$ cat src/rtl/mc_ctrl_if.sv
// Control bundle between the multi-cycle main controller and the datapath:
// instruction fields and ALU flag in, sequencing enables and selects out.
interface mc_ctrl_if;
  logic [5:0] Op;
  logic [5:0] Funct;
  logic       Zero;
  logic       PCWr;
  logic [1:0] NPCOp;
  logic       IRWr;
  logic       RFWr;
  logic       DMWr;
  logic       EXTOp;
  logic       BSel;
  logic [1:0] ALUOp;
  logic       GPRSel;
  logic       WDSel;
  logic       illegal;
  logic       instr_done;
  logic [2:0] state;

  modport master (
    input  Op, Funct, Zero,
    output PCWr, NPCOp, IRWr, RFWr, DMWr, EXTOp, BSel, ALUOp,
           GPRSel, WDSel, illegal, instr_done, state
  );

  modport slave (
    output Op, Funct, Zero,
    input  PCWr, NPCOp, IRWr, RFWr, DMWr, EXTOp, BSel, ALUOp,
           GPRSel, WDSel, illegal, instr_done, state
  );
endinterface

$ cat src/rtl/mc_ctrl.sv
// Multi-cycle main controller: walks each instruction through
// FETCH/DCD/EXE/MEM/WB and drives the datapath enables and selects.
module mc_ctrl #(
  parameter logic [1:0] ALU_ADD = 2'b00,
  parameter logic [1:0] ALU_SUB = 2'b01,
  parameter logic [1:0] ALU_OR  = 2'b10
) (
  input  logic        clk,
  input  logic        rst,
  mc_ctrl_if.master   bus
);

  localparam logic [2:0] S_FETCH = 3'd0;
  localparam logic [2:0] S_DCD   = 3'd1;
  localparam logic [2:0] S_EXE   = 3'd2;
  localparam logic [2:0] S_MEM   = 3'd3;
  localparam logic [2:0] S_WB    = 3'd4;

  localparam logic [5:0] OP_RTYPE = 6'b000000;
  localparam logic [5:0] OP_ORI   = 6'b001101;
  localparam logic [5:0] OP_LW    = 6'b100011;
  localparam logic [5:0] OP_SW    = 6'b101011;
  localparam logic [5:0] OP_BEQ   = 6'b000100;
  localparam logic [5:0] OP_J     = 6'b000010;
  localparam logic [5:0] FN_ADDU  = 6'b100001;
  localparam logic [5:0] FN_SUBU  = 6'b100011;

  typedef enum logic [2:0] {
    I_ADDU = 3'd0,
    I_SUBU = 3'd1,
    I_ORI  = 3'd2,
    I_LW   = 3'd3,
    I_SW   = 3'd4,
    I_BEQ  = 3'd5,
    I_J    = 3'd6,
    I_ILL  = 3'd7
  } instr_e;

  function automatic instr_e decode(input logic [5:0] op, input logic [5:0] funct);
    instr_e c;
    case (op)
      OP_RTYPE: begin
        if (funct == FN_ADDU) begin
          c = I_ADDU;
        end else if (funct == FN_SUBU) begin
          c = I_SUBU;
        end else begin
          c = I_ILL;
        end
      end
      OP_ORI:  c = I_ORI;
      OP_LW:   c = I_LW;
      OP_SW:   c = I_SW;
      OP_BEQ:  c = I_BEQ;
      OP_J:    c = I_J;
      default: c = I_ILL;
    endcase
    return c;
  endfunction

  logic [2:0] state_q;
  logic [2:0] state_d;
  instr_e     instr_s;

  logic       pcwr_s;
  logic [1:0] npcop_s;
  logic       irwr_s;
  logic       rfwr_s;
  logic       dmwr_s;
  logic       extop_s;
  logic       bsel_s;
  logic [1:0] aluop_s;
  logic       gprsel_s;
  logic       wdsel_s;
  logic       illegal_s;
  logic       done_s;

  assign instr_s = decode(bus.Op, bus.Funct);

  // state register; the only storage in the controller
  always_ff @(posedge clk or negedge rst) begin
    if (!rst) begin
      state_q <= S_FETCH;
    end else begin
      state_q <= state_d;
    end
  end

  // next-state logic; FETCH ignores Op/Funct since IR is still loading
  always_comb begin
    state_d = S_FETCH;
    case (state_q)
      S_FETCH: state_d = S_DCD;
      S_DCD: begin
        if ((instr_s == I_J) || (instr_s == I_ILL)) begin
          state_d = S_FETCH;
        end else begin
          state_d = S_EXE;
        end
      end
      S_EXE: begin
        case (instr_s)
          I_ADDU, I_SUBU, I_ORI: state_d = S_WB;
          I_LW, I_SW:            state_d = S_MEM;
          default:               state_d = S_FETCH;
        endcase
      end
      S_MEM: begin
        if (instr_s == I_LW) begin
          state_d = S_WB;
        end else begin
          state_d = S_FETCH;
        end
      end
      S_WB:    state_d = S_FETCH;
      default: state_d = S_FETCH;
    endcase
  end

  // per-state datapath controls, before reset gating
  always_comb begin
    pcwr_s    = 1'b0;
    npcop_s   = 2'b00;
    irwr_s    = 1'b0;
    rfwr_s    = 1'b0;
    dmwr_s    = 1'b0;
    extop_s   = 1'b0;
    bsel_s    = 1'b0;
    aluop_s   = 2'b00;
    gprsel_s  = 1'b0;
    wdsel_s   = 1'b0;
    illegal_s = 1'b0;
    done_s    = 1'b0;
    case (state_q)
      S_FETCH: begin
        irwr_s  = 1'b1;
        pcwr_s  = 1'b1;
        npcop_s = 2'b00;
      end
      S_DCD: begin
        case (instr_s)
          I_J: begin
            pcwr_s  = 1'b1;
            npcop_s = 2'b10;
            done_s  = 1'b1;
          end
          I_ILL: begin
            illegal_s = 1'b1;
            done_s    = 1'b1;
          end
          default: begin
            done_s = 1'b0;
          end
        endcase
      end
      S_EXE: begin
        case (instr_s)
          I_ADDU: aluop_s = ALU_ADD;
          I_SUBU: aluop_s = ALU_SUB;
          I_ORI: begin
            aluop_s = ALU_OR;
            bsel_s  = 1'b1;
          end
          I_LW, I_SW: begin
            aluop_s = ALU_ADD;
            bsel_s  = 1'b1;
            extop_s = 1'b1;
          end
          // branch target is relative to the PC already bumped in FETCH
          I_BEQ: begin
            aluop_s = ALU_SUB;
            extop_s = 1'b1;
            npcop_s = 2'b01;
            pcwr_s  = bus.Zero;
            done_s  = 1'b1;
          end
          default: begin
            done_s = 1'b0;
          end
        endcase
      end
      S_MEM: begin
        if ((instr_s == I_LW) || (instr_s == I_SW)) begin
          aluop_s = ALU_ADD;
          bsel_s  = 1'b1;
          extop_s = 1'b1;
          dmwr_s  = (instr_s == I_SW);
          done_s  = (instr_s == I_SW);
        end else begin
          done_s = 1'b0;
        end
      end
      S_WB: begin
        case (instr_s)
          I_ADDU, I_SUBU: begin
            rfwr_s   = 1'b1;
            done_s   = 1'b1;
            gprsel_s = 1'b1;
            aluop_s  = (instr_s == I_SUBU) ? ALU_SUB : ALU_ADD;
          end
          I_ORI: begin
            rfwr_s  = 1'b1;
            done_s  = 1'b1;
            aluop_s = ALU_OR;
            bsel_s  = 1'b1;
          end
          I_LW: begin
            rfwr_s  = 1'b1;
            done_s  = 1'b1;
            wdsel_s = 1'b1;
          end
          default: begin
            done_s = 1'b0;
          end
        endcase
      end
      default: begin
        done_s = 1'b0;
      end
    endcase
  end

  // enables drop in the same cycle reset asserts, not at the next edge
  assign bus.PCWr       = rst & pcwr_s;
  assign bus.IRWr       = rst & irwr_s;
  assign bus.RFWr       = rst & rfwr_s;
  assign bus.DMWr       = rst & dmwr_s;
  assign bus.illegal    = rst & illegal_s;
  assign bus.instr_done = rst & done_s;
  assign bus.NPCOp      = npcop_s;
  assign bus.EXTOp      = extop_s;
  assign bus.BSel       = bsel_s;
  assign bus.ALUOp      = aluop_s;
  assign bus.GPRSel     = gprsel_s;
  assign bus.WDSel      = wdsel_s;
  assign bus.state      = state_q;

endmodule

$ cat src/flat_wrapper.sv
// flat-port wrapper written by rule: the top's interface ports become plain ports
module mc_ctrl_flat 
#(
  parameter logic [1:0] ALU_ADD = 2'b00,
  parameter logic [1:0] ALU_SUB = 2'b01,
  parameter logic [1:0] ALU_OR  = 2'b10
)
  (clk, rst, bus_Op, bus_Funct, bus_Zero, bus_PCWr, bus_NPCOp, bus_IRWr, bus_RFWr, bus_DMWr, bus_EXTOp, bus_BSel, bus_ALUOp, bus_GPRSel, bus_WDSel, bus_illegal, bus_instr_done, bus_state);
  mc_ctrl_if bus_i ();
  input  logic clk;
  input  logic rst;
  input wire logic [$bits(bus_i.Op)-1:0] bus_Op;
  input wire logic [$bits(bus_i.Funct)-1:0] bus_Funct;
  input wire logic [$bits(bus_i.Zero)-1:0] bus_Zero;
  output wire logic [$bits(bus_i.PCWr)-1:0] bus_PCWr;
  output wire logic [$bits(bus_i.NPCOp)-1:0] bus_NPCOp;
  output wire logic [$bits(bus_i.IRWr)-1:0] bus_IRWr;
  output wire logic [$bits(bus_i.RFWr)-1:0] bus_RFWr;
  output wire logic [$bits(bus_i.DMWr)-1:0] bus_DMWr;
  output wire logic [$bits(bus_i.EXTOp)-1:0] bus_EXTOp;
  output wire logic [$bits(bus_i.BSel)-1:0] bus_BSel;
  output wire logic [$bits(bus_i.ALUOp)-1:0] bus_ALUOp;
  output wire logic [$bits(bus_i.GPRSel)-1:0] bus_GPRSel;
  output wire logic [$bits(bus_i.WDSel)-1:0] bus_WDSel;
  output wire logic [$bits(bus_i.illegal)-1:0] bus_illegal;
  output wire logic [$bits(bus_i.instr_done)-1:0] bus_instr_done;
  output wire logic [$bits(bus_i.state)-1:0] bus_state;
  assign bus_i.Op = bus_Op;
  assign bus_i.Funct = bus_Funct;
  assign bus_i.Zero = bus_Zero;
  assign bus_PCWr = bus_i.PCWr;
  assign bus_NPCOp = bus_i.NPCOp;
  assign bus_IRWr = bus_i.IRWr;
  assign bus_RFWr = bus_i.RFWr;
  assign bus_DMWr = bus_i.DMWr;
  assign bus_EXTOp = bus_i.EXTOp;
  assign bus_BSel = bus_i.BSel;
  assign bus_ALUOp = bus_i.ALUOp;
  assign bus_GPRSel = bus_i.GPRSel;
  assign bus_WDSel = bus_i.WDSel;
  assign bus_illegal = bus_i.illegal;
  assign bus_instr_done = bus_i.instr_done;
  assign bus_state = bus_i.state;
  mc_ctrl #(.ALU_ADD(ALU_ADD), .ALU_SUB(ALU_SUB), .ALU_OR(ALU_OR)) u_core (.clk(clk), .rst(rst), .bus(bus_i));
endmodule
$ cat config.mk
export PLATFORM = sky130hd
export DESIGN_NAME = mc_ctrl_flat
export DESIGN_NICKNAME = d
export VERILOG_FILES = /design/src/rtl/mc_ctrl_if.sv /design/src/rtl/mc_ctrl.sv /design/src/flat_wrapper.sv
export SDC_FILE = /design/constraint.sdc
export NUM_CORES = 1
export LEC_CHECK = 0
export CAP_MARGIN = 20
export CORE_ASPECT_RATIO = 0.8
export CORE_UTILIZATION = 30
export DETAILED_ROUTE_END_ITERATION = 6
export PLACE_DENSITY_LB_ADDON = 0.25
export SYNTH_ARGS = -nofsm -noshare
export SYNTH_HDL_FRONTEND = slang
export SYNTH_SLANG_ARGS = --single-unit
$ cat constraint.sdc
create_clock -name clk -period 3.2 [get_ports clk]
set_clock_uncertainty 0.15 [all_clocks]
set_input_delay 0.8 -clock clk [delete_from_list [all_inputs] [get_ports clk]]
set_output_delay 0.8 -clock clk [all_outputs]
set_load 0.005 [all_outputs]
# Word level (Yosys, flattened, before mapping)
# Cells that the tools add are included.
# totals
word_cells	75
regBits	3
in_bits	15
# classes
n_mux	37
reduce_logical	13
eq_ne	18
bitwise	6
# op_table
operator	count
== test 6 bit (second input constant)	4
2-to-1 mux 1 bit	21
case mux 3 bit (6 select lines)	1
case mux 2 bit (2 select lines)	4
== test 3 bit (second input constant)	5
== test 3 x 2 -> 1 bit (second input constant)	4
case mux 3 bit (4 select lines)	1
2-to-1 mux 3 bit	3
OR reduction 3 bit	3
OR reduction 2 bit	4
AND 1 bit	6
== test 3 x 1 -> 1 bit (second input constant)	2
== test 6 x 2 -> 1 bit (second input constant)	1
== test 6 x 3 -> 1 bit (second input constant)	1
== test 6 x 4 -> 1 bit (second input constant)	1
logical NOT 3 bit	2
logical NOT 6 bit	1
case mux 1 bit (3 select lines)	2
case mux 3 bit (2 select lines)	1
2-to-1 mux 2 bit	2
case mux 1 bit (4 select lines)	1
OR reduction 4 bit	1
logical OR 1 bit	2
case mux 1 bit (2 select lines)	1

# Logic depth before layout (Yosys ltp)
# Gate-level depths: netlist of run 1.
# depth
ltp_word	9
depth_mapped	9

# Least setup slack after synthesis of run 1
# No wires, ideal clock.
# synth_path
kind	input to output
start	in bus_Op[5]
end	out bus_PCWr
path_stages	6
arrival_time_ns	2.322
slack_ns	-0.072
path_buffers	1
cell_sequence	buf_6 -> or4_4 -> o41ai_4 -> or3_1 -> nor2_1 -> o31a_1
# synth_via
elab_chain_len	6
# synth_lines
element	line_no	text
start, declared	flat_wrapper.sv:12	input wire logic [$bits(bus_i.Op)-1:0] bus_Op;
== test 6 x 2 -> 1 bit (tied with other cells)	mc_ctrl.sv:41	case (op)
case mux 3 bit (6 select lines) (*)	mc_ctrl.sv:41	
== test 3 bit, on equally long branches	mc_ctrl.sv:157, mc_ctrl.sv:141	
2-to-1 mux 1 bit, on equally long branches	mc_ctrl.sv:157, mc_ctrl.sv:141	
case mux 1 bit (3 select lines) (*)	mc_ctrl.sv:134	case (state_q)
AND 1 bit (*)	mc_ctrl.sv:224	assign bus.PCWr = rst & pcwr_s;
end, declared	flat_wrapper.sv:15	output wire logic [$bits(bus_i.PCWr)-1:0] bus_PCWr;
# Every way passes the cells marked *; elsewhere a longest branch is shown, timed or not.

# Final worst setup path of run 1
# layout_path
start	in bus_Op[2]
end	out bus_instr_done
# layout_via
elab_chain_len	7
# layout_lines
element	line_no	text
== test 6 x 2 -> 1 bit (tied with other cells)	mc_ctrl.sv:41	
case mux 3 bit (6 select lines) (*)	mc_ctrl.sv:41	
== test 3 x 2 -> 1 bit (tied with other cells)	mc_ctrl.sv:194	case (instr_s)
OR reduction 4 bit (no source line) (tied with other cells)	n/a	
2-to-1 mux 1 bit, on equally long branches	mc_ctrl.sv:194, mc_ctrl.sv:141, mc_ctrl.sv:183	
case mux 1 bit (4 select lines) (*)	mc_ctrl.sv:134	
AND 1 bit (*)	mc_ctrl.sv:229	assign bus.instr_done = rst & done_s;
end, declared	flat_wrapper.sv:26	output wire logic [$bits(bus_i.instr_done)-1:0] bus_instr_done;
# Marks and branches as above.

==> results of run 1 <==
logic make-up after synthesis:
logic type,after synthesis
compound gates,23
xor+xnor,1
buf+inv,5
flops,3
simple gates,47
stage by stage:
stage / hold slack [ns] / instance area, sq um / total power [mW]
after floorplan: 0.3544 / 589.3 / 0.1362
after global routing: 0.5534 / 1445 / 0.3801
after global placement: 0.4673 / 1060 / 0.2247
after detailed placement: 0.4590 / 1060 / 0.2265
after CTS: 0.4659 / 1331 / 0.3288
final: 0.5278 / 1445 / 0.3663
area by class of cell:
class	count	area, sq um
Sequential cell	3	75.07
Timing Repair Buffer	80	666.9
Inverter	1	3.754
Clock buffer	4	26.28
Fill cell	98	279.0
Tap cell	22	27.53
Multi-Input combinational cell	71	645.6
metal layers:
layer / GRT usage, % / vias to the layer above / share of wire, %
met5: 0 / - / 0
met2: 45.71 / 72 / 43
met3: 6.227 / 19 / 9.3
li1: - / 464 / -
met4: 12.97 / 0 / 3.7
met1: 41.37 / 512 / 44
power groups by stage:
stage,Combinational (mW),Clock (mW),Sequential [mW]
final,0.222,0.0747,0.0701
after global routing,0.230,0.0782,0.0715
after CTS,0.193,0.0711,0.0651
after detailed placement,0.161,0,0.0654
after global placement,0.159,0,0.0658
after floorplan,0.0837,0,0.0525
worst paths after layout:
path                                      from             endpoint  slack, ns  depth (start not counted)
min                        u_core.bus.state[0]  u_core.bus.state[0]       0.53                          1
min reg2reg                u_core.bus.state[0]  u_core.bus.state[0]       0.53                          1
max                                  bus_Op[2]       bus_instr_done      -0.40                         10
min in group asynchronous                  rst  u_core.bus.state[1]       0.86                          2
max in group asynchronous                  rst  u_core.bus.state[2]       1.93                          2
max reg2reg                u_core.bus.state[1]  u_core.bus.state[2]       1.40                          5
layout by cell type, fill, tap and decap left out, drive strengths merged, types with 4 or more instances in the layout:
cell type	n
buf	64
clkdlybuf4s50	8
nor2	7
o21ai	7
dlygate4sd2	6
clkbuf	5
a21oi	5
nand2b	4
nand2	4
and3	4
nor2b	4
nor3	4
what timing repair did:
item,in CTS,in global routing
buffers inserted,19,9
resized for setup,118,12
pin swaps,23,15
endpoints found under the hold margin,0,0
setup endpoints to repair,13,13
==> impl_results.md, run 1 <==
* Status: finished, violations left
* Failing checks: negative setup slack
* Fmax at 278.0 MHz
* Clock Pin Slew Worst Setup and Hold Paths at 0.03 ns
* Max cap viols at 0
* Final Worst Setup Slack at -0.3968 ns
* Sw Pwr at 149.5 uW
* Gate power share at 60.5%
* Clk network pwr share at 20.4%
* Worst-margin pin slew at 0.3912 ns
* Root Buffer: clkbuf_4
* I/O pins at 32
* Synth Cell Area at 589.3 sq um
* Starting density of the core at 34.18%
* VDD IR max at 0.2061 mV
* Syn_nets at 94
* Cts hold-fix bufs at 0
* H-tree depth at 1
* CTS tree: built
* Worst Path Max Fanout at 7
* EDFF count, synth at 0
* Avg Inst Size Synth at 7.460 sq um
* Vias at 1067
* Detailed Routing Iterations Pass 1 at 4
* Area Growth Syn to Fin at 145.2%
* Compound-Gate Fraction of Synth Area at 29.30%
* DRT iter0 DRCs at 46
* Post-DR vias/cell at 5.895
* Final std cells w/o fill at 181
* Worst-Skew Late Latency at 0.26 ns
* Sequential fraction of design power at 19.1%
* Post-synth ARST share at 100.0%
* Hold crit path type: reg2reg
* First-pass GRT wire length at 4705 um
* WL/cell at 19.29 um
* Simple-Gate Fraction of Synth Area at 51.59%
* Share of cells above drive strength 1 at 65.41%
* Largest family of logic cells by synthesized area: simple AND/OR/NAND/NOR gates
* Final #Nets at 175
* Placed Cells at 149
* Crit Path Category: in2out
* Internal power at 216.8 uW
* CTS Sinks at 3
* Layout Utilization at 83.82%
* Power Density at 253.5 nW/um^2
* Post-synthesis mux area share at 0%
* Number of diodes at 0
* Max-slew headroom at 73.72%
* Final Hold Fails at 0
* Synth Register Bits at 3
* Synth Area in Adders at 0%
* Core Region at 1724 sq um
* Initial antenna violation count at 0
* Post-Synth XOR/XNOR Area at 1.486%
* Max FFs per register at 3
* Ys Warns at 0
* # DRC at 0
* Chip height at 41.64 um
* Routed WL at 3491 um
* Setup TNS at -3.530 ns
* Routability congestion estimate from global placement at 0.8527
* Die width at 51.55 um
* Switch share at 40.81%
* Die Area at 2147 sq um
* Worst setup EP type: primary output
* Post-synthesis sequential area ratio at 12.74%
* Max incr delay on CP at 0.35 ns
* Vias in the first global route at 968
* WP buf/inv at 4
* PortBufs at 31
* Largest net degree at the start of global routing at 11
* CP Launch Type: input port
* CTS Buf Count at 3
* RSZ-0062 raised after global routing: true
* GR Overflow Total at 0
* Synth cell count leaders: nor2_1 (6), o21ai_0 (6), a21oi_1 (5)
* Row Count at 13
* CP delay by family, top: simple AND/OR/NAND/NOR gates
* Final worst-path cycle share at 112.4%
* Mapped Cells at 79
* Post-Place Setup Slack at -1.038 ns
* Critical Path RT at 2.25 ns
* Synth top area share at 12.74%
* Synth area leader: dfrtp_1
* Max-slew violations at 0
* Detail Placement HPWL at 1564 um
* Gr usage total at 30.35%
* Leakage at 0.6986 nW
* Main synth FF type: dfrtp_1
* Final ANT Viol Nets at 0
* Count of cell types in the netlist at 41
* Period minus WS final at 3.597 ns
* Clk buf depth at 2
* Cell Chain, Critical Path: buf_6, and4bb_2, o21ai_4, o41ai_4, buf_4, or3_4, buf_6, or2_1, a31oi_1, buf_2
* Dominant cells by area after synthesis: dfrtp_1 (13%), o21ai_0 (5.1%), o41ai_4 (4.7%)
* # setup viols final at 12
* Slowest CP cell: or3_4
* Arrival time worst endpoint at 2.65 ns
* Most numerous cell on the critical path: buf_6
Note: power is estimated with default switching activity, not from simulation.
==> run 2: changes to the inputs <==
clock period = 3.11 ns   (was 3.2 ns; I/O delays follow)
==> impl_results.md, run 2 (synthesis results as in run 1) <==
* Power Density at 272.8 nW/um^2
* Max-slew violations at 0
* Vias at 1053
* Reg2reg start: u_core.bus.state[1]
* CTS Sinks at 3
* Largest net degree at the start of global routing at 10
* CTS tree: built
* Critical Path RT at 2.18 ns
* Routed WL at 3462 um
* Max cap viols at 0
* Final #Nets at 177
* Final worst-path cycle share at 115.1%
* Worst Path Max Fanout at 5
* RSZ-0062 raised after global routing: true
* DRT iter0 DRCs at 30
* Cts hold-fix bufs at 0
* Routability congestion estimate from global placement at 0.8084
* Worst-Skew Late Latency at 0.25 ns
* Detailed Routing Iterations Pass 1 at 4
* Die width at 51.55 um
* Sw Pwr at 156.7 uW
* Crit Path Category: in2out
* Gate power share at 65.6%
* Share of cells above drive strength 1 at 63.35%
* Setup crit end: bus_PCWr
* H-tree depth at 1
* Hold crit path type: reg2reg
* Worst setup EP type: primary output
* I/O pins at 32
* Clk buf depth at 2
* Die Area at 2147 sq um
* # setup viols final at 12
* Internal power at 244.1 uW
* GR Overflow Total at 0
* PortBufs at 31
* Period minus WS final at 3.579 ns
* Arrival time worst endpoint at 2.65 ns
* Most frequent cells in the layout: buf_4 (37), buf_6 (17), buf_2 (11), clkdlybuf4s50_1 (8)
* First-pass GRT wire length at 4685 um
* Core Region at 1724 sq um
* Gr usage total at 30.08%
* Final Hold Fails at 0
* Failing checks: negative setup slack
* Number of diodes at 0
* Starting density of the core at 34.18%
* Max FFs per register at 3
* Most common cell after layout, fill and taps aside: buf_4
* Final Worst Setup Slack at -0.4686 ns
* CTS Buf Count at 3
* Final ANT Viol Nets at 0
* Chip height at 41.64 um
* VDD IR max at 0.1983 mV
* Worst-margin pin slew at 0.4734 ns
* Leakage at 0.6857 nW
* Sequential fraction of design power at 15.5%
* Vias in the first global route at 936
* Setup TNS at -3.863 ns
* Switch share at 39.10%
* Initial antenna violation count at 0
* Power, Total at 400.7 uW
* Clk network pwr share at 18.9%
* # DRC at 0
* R2r setup slk at 1.65 ns
* R2r worst-path depth at 4
* Area Growth Syn to Fin at 149.3%
* Root Buffer: clkbuf_4
* Fmax at 279.4 MHz
* Clock Pin Slew Worst Setup and Hold Paths at 0.04 ns
* WL/cell at 18.92 um
* Post-DR vias/cell at 5.754
* CP Launch Type: input port
* Worst r2r dst: u_core.bus.state[1]
* Row Count at 13
* Status: finished, violations left
* Max-slew headroom at 68.00%
* Detail Placement HPWL at 1536 um
* CP startpoint: bus_Op[4]
-- run 2: changes by cell type in the layout (fill, tap and decap cells not counted), moves of 2 or more --
cell / delta
nor2_2: -2
buf_8: +2
nor2_1: +2
o21ai_2: -2
clkbuf_2: +2
buf_6: +2
buf_4: -3
buf_2: +2
-- run 2: area by class of cell --
cell class                 count  area (sq um)
tap                           22         27.53
inverter                       1         3.754
fill                          93         255.2
sequential                     3         75.07
timing repair buffer          82         688.2
multi-input combinational     71         648.1
clock buffer                   4         26.28
-- run 2: how the worst min path moves through the flow --
stage | from | to | slack (ns) | cells past startpoint
3_5_place_dp | u_core.bus.state[2] | u_core.bus.state[1] | 0.51 | 2
3_3_place_gp | u_core.bus.state[2] | u_core.bus.state[1] | 0.50 | 2
2_1_floorplan | rst | u_core.bus.state[0] | 0.33 | 0
4_1_cts | u_core.bus.state[2] | u_core.bus.state[1] | 0.51 | 2
5_1_grt | u_core.bus.state[0] | u_core.bus.state[0] | 0.62 | 2
6_report | u_core.bus.state[0] | u_core.bus.state[0] | 0.58 | 2
-- run 2: what timing repair did --
action,CTS,global route
endpoints found under the setup margin,13,12
gates resized for setup,112,21
buffers inserted,22,6
hold endpoints to repair,0,0
pin swaps,27,19
-- run 2: per-stage QoR --
step	worst slack (ns)	std cells	hold WS, ns	instance area (sq um)	util, %
floorplan	-0.1149	79	0.3319	589.3	-
global placement	-1.065	151	0.5037	1075	62.34
detailed placement	-1.075	151	0.5076	1075	62.34
CTS	-0.4611	177	0.5076	1358	78.74
global route	-0.4969	183	0.6153	1469	85.20
finish	-0.4686	183	0.5848	1469	85.20
-- run 2: critical path, stage by stage --
cell	delay (ns)
buf_6	0.10
or4_4	0.56
buf_6	0.14
nor3_4	0.17
a21bo_2	0.21
nor2_4	0.07
nand2_2	0.09
inv_2	0.04
and2_4	0.14
o31a_1	0.22
buf_2	0.12
-- run 2: layer usage --
layer	up-vias	wire length (um)	global-route usage, %
met1	502	1503	39.21
met4	0	80	10.27
met3	10	288	6.227
met5	-	0	0
li1	466	-	-
met2	75	1589	48.57
-- run 2: power groups by stage --
| stage | registers (mW) | clock network (mW) | logic [mW] |
|---|---|---|---|
| floorplan | 0.0540 | 0 | 0.0861 |
| global placement | 0.0597 | 0 | 0.185 |
| detailed placement | 0.0600 | 0 | 0.185 |
| CTS | 0.0598 | 0.0715 | 0.225 |
| global route | 0.0636 | 0.0795 | 0.277 |
| finish | 0.0621 | 0.0759 | 0.263 |
==> run 3: changes to the inputs <==
clock period = 4.5 ns   (was 3.11 ns; I/O delays follow)
==> impl_results.md, run 3 (synthesis results as in run 1) <==
* Post-DR vias/cell at 5.500
* Setup TNS at 0 ns
* Hold crit path type: reg2reg
* Most frequent cells in the layout: buf_4 (27), clkdlybuf4s50_1 (15), dlygate4sd2_1 (6), nor2_1 (5), a21oi_1 (5)
* Worst-Skew Late Latency at 0.26 ns
* Number of diodes at 0
* Detailed Routing Iterations Pass 1 at 4
* Area of the multi-input gates at 580.6 sq um
* Worst-margin pin slew at 0.4170 ns
* Worst setup EP type: primary output
* VDD IR max at 0.1663 mV
* M1 WL at 1082 um
* CTS Sinks at 3
* Placed Cells at 145
* HP Start: u_core.bus.state[0]
* Final Hold Fails at 0
* Row Count at 13
* Clock Pin Slew Worst Setup and Hold Paths at 0.03 ns
* Die Area at 2147 sq um
* CP delay by family, top: simple AND/OR/NAND/NOR gates
* Cell Chain, Critical Path: dlygate4sd2_1, or4_4, o41ai_4, and3_4, buf_4, buf_4, a21oi_1, nor3_1, buf_2
* Met3 WL at 166 um
* I/O pins at 32
* WP buf/inv at 4
* Largest net degree at the start of global routing at 11
* Final std cells w/o fill at 158
* # DRC at 0
* DR top layer: met4
* Period minus WS final at 4.443 ns
* Area Growth Syn to Fin at 102.1%
* Starting density of the core at 34.18%
* Most common cell after layout, fill and taps aside: buf_4
* Clk buf depth at 2
* Die width at 51.55 um
* DRT iter0 DRCs at 16
* CTS tree: built
* Switch share at 38.46%
* Slowest CP cell: or4_4
* Layout Utilization at 69.09%
* WL/cell at 15.28 um
* CP Launch Type: input port
* Max-slew headroom at 72.14%
* Most numerous cell on the critical path: buf_4
* Internal power at 142.3 uW
* First-pass GRT wire length at 3760 um
* Max incr delay on CP at 0.56 ns
* # setup viols final at 0
* Worst Path Max Fanout at 4
* Routed WL at 2415 um
* Share of cells above drive strength 1 at 43.38%
* Sequential fraction of design power at 20.0%
* Gr usage total at 23.12%
* Core Region at 1724 sq um
* DP Area at 1030 sq um
* Arrival time worst endpoint at 3.17 ns
* Power Density at 194.2 nW/um^2
* Met2 WL post-DR at 1129 um
* Chip height at 41.64 um
* Root Buffer: clkbuf_4
* Cts hold-fix bufs at 0
* Final worst-path cycle share at 98.74%
* CTS Buf Count at 3
* Vias in the first global route at 786
* Final Cell Area at 1191 sq um
* Leakage at 0.5614 nW
* Fmax at 225.0 MHz
* H-tree depth at 1
* Routability congestion estimate from global placement at 0.8410
* FILL cells at 138
* CP startpoint: bus_Op[5]
* Vias at 869
* Max-slew violations at 0
* Reg area at 75.07 sq um
* Max FFs per register at 3
* Sw Pwr at 88.94 uW
* GR Overflow Total at 0
* Initial antenna violation count at 0
* Final #Nets at 152
* Detail Placement HPWL at 1513 um
* Clk network pwr share at 22.9%
* Max cap viols at 0
* Critical Path RT at 3.22 ns
* Final ANT Viol Nets at 0
* Status: finished clean
* PortBufs at 31
* Reg2reg start: u_core.bus.state[1]
* Gate power share at 57.1%
* Crit Path Category: in2out
run 3: path summary, 6_finish.rpt:
path / endpoint / slack (ns) / depth (start not counted)
worst max-delay path: bus_ALUOp[0] / 0.06 / 9
worst min-delay path: u_core.bus.state[0] / 0.48 / 1
worst max register to register: u_core.bus.state[2] / 2.88 / 4
worst min register to register: u_core.bus.state[0] / 0.48 / 1
max in group asynchronous: u_core.bus.state[0] / 3.00 / 1
min in group asynchronous: u_core.bus.state[2] / 0.96 / 1
run 3: power groups by stage:
| stage | clock network (mW) | logic, mW | registers, mW |
|---|---|---|---|
| 2_1_floorplan | 0 | 0.0593 | 0.0373 |
| 3_3_place_gp | 0 | 0.110 | 0.0464 |
| 3_5_place_dp | 0 | 0.112 | 0.0458 |
| 4_1_cts | 0.0530 | 0.123 | 0.0463 |
| 5_1_grt | 0.0539 | 0.144 | 0.0481 |
| 6_report | 0.0531 | 0.132 | 0.0462 |
run 3: area by class of cell:
class / instances / area share, %
tap: 22 / 2.311
sequential: 3 / 6.303
clock buffer: 4 / 2.206
inverter: 1 / 0.3151
multi-input combinational: 71 / 48.74
timing repair buffer: 57 / 40.13
run 3: metrics by stage:
stage	power, mW	hold WS [ns]	worst slack, ns
after CTS	0.2219	0.4516	-0.009722
after global placement	0.1564	0.4430	-0.3927
after floorplan	0.09660	0.3831	0.5778
after detailed placement	0.1577	0.4283	-0.3800
final	0.2313	0.4825	0.05653
after global routing	0.2460	0.5268	-0.008714
run 3: routing by layer:
metal	GRT usage, %	up-vias
li1	-	416
met1	30.68	394
met2	36.10	54
met3	4.396	5
met4	9.730	0
met5	0	-
run 3: timing repair:
| item | 4_1_cts | 5_1_grt |
|---|---|---|
| pin swaps | 8 | 8 |
| resized for setup | 35 | 16 |
| setup endpoints to repair | 12 | 11 |
| buffers inserted | 6 | 3 |
==> RTL edit, RTL diff (settings of run 2) <==
Make the reset (`rst`) synchronous in one clocked block.
--- a/src/rtl/mc_ctrl.sv
+++ b/src/rtl/mc_ctrl.sv
@@ -80,3 +80,3 @@
   // state register; the only storage in the controller
-  always_ff @(posedge clk or negedge rst) begin
+  always_ff @(posedge clk) begin
     if (!rst) begin
Formal check against the unedited RTL: differs if rst is asserted again (counterexample within 4 cycles, from zero or initial values and one cycle with rst low); with rst held inactive, the same outputs for 10 cycles.
==> RTL edit against run 2 <==
The run still ends with setup timing left; first-iteration DRC count down 10%; synthesized cell count is 14% higher; routed wire length decreased by 20%; setup slack improved by 0.26 ns; area after synthesis rose by 8.3%; fmax up 7.8%; sequential cell count is the same; final cell count shrank 2.7%; final area decreased by 0.85%; worst hold slack got worse by 0.039 ns; core utilization shrank 10 points.
Power is not compared: it rests on default switching activity, and its combinational part moved more than twofold at a synthesized area within 25%.
==> RTL edit: results (changes against run 2) <==
- Run status: finished, violations left
- Violated checks: setup timing
- Least setup slack across all paths after layout: -0.210 ns (+0.258 ns)
- Distinct cells, synth: 42 (+2.4%)
- Global-route wire length before repair: 3980 µm (-15%)
- Number of instances resized during post-cts repair: 134 (+20%)
- Share of synthesized area occupied by flip-flops and latches: 0.0941 (-0.0333)
- CP max-delay cell: sky130_fd_sc_hd__or3_4
- Pin count of the biggest net entering global routing: 13 (+3)
- Synthesis-to-finish area growth: 128%
- Setup WS pre-CTS: -1.02 ns (+0.0538 ns)
- Met2 WL post-DR: 1500 µm (-5.9%)
- Launching instance or port of the critical path: bus_Op[5]
- Via count: 958 (-9.0%)
- Total setup violations reported at the end of the flow: 8 (-4)
- CP max FO: 8 (+3)
- DRC violation total after the first TritonRoute iteration: 27 (-10%)
- WP data arrival: 2.39 ns (-0.26 ns)
- Share of synthesized flip-flops with an asynchronous set or reset: 0 (-1.00)
- Post-detailed-placement cell area: 1120 µm² (+4.5%)
- Top post-synthesis cells by count: sky130_fd_sc_hd__nor2_1, sky130_fd_sc_hd__a21oi_1
- Stage delay of the slowest cell on the critical path: 0.41 ns (-0.15 ns)
- Startpoint of the lowest-slack register-to-register path: u_core.bus.state[1]$_SDFF_PN0_
- Net count of the mapped netlist: 105 (+12%)
- Worst hold slack: 0.546 ns (-0.0389 ns)
[RTL edit: cell count changes after synthesis, moves of 3 or more]
| cell | change |
|---|---|
| sky130_fd_sc_hd__inv_1 | +4 |
| sky130_fd_sc_hd__dfrtp_1 | -3 |
| sky130_fd_sc_hd__dfxtp_1 | +3 |
| sky130_fd_sc_hd__nor2_1 | +4 |
| sky130_fd_sc_hd__nand3_1 | +3 |
| sky130_fd_sc_hd__or3_1 | -3 |
[RTL edit: cell families (layout without fill, tap and decap cells)]
logic type / Yosys count / count (layout) / synth area share
and+or+nand+nor: 53 / 53 / 0.539
AOI/OAI and AO/OA: 22 / 22 / 0.261
buffers and inverters: 10 / 74 / 0.0784
DFF: 3 / 3 / 0.0941
xor gates and xnor gates: 2 / 2 / 0.0275
[RTL edit: final cells by class]
cell class | instances | area share
inverters | 4 | 0.0103
repair buffers | 66 | 0.416
flip-flops and latches | 3 | 0.0412
clock buffers | 4 | 0.0180
multi-input cells | 77 | 0.494
well taps | 24 | 0.0206
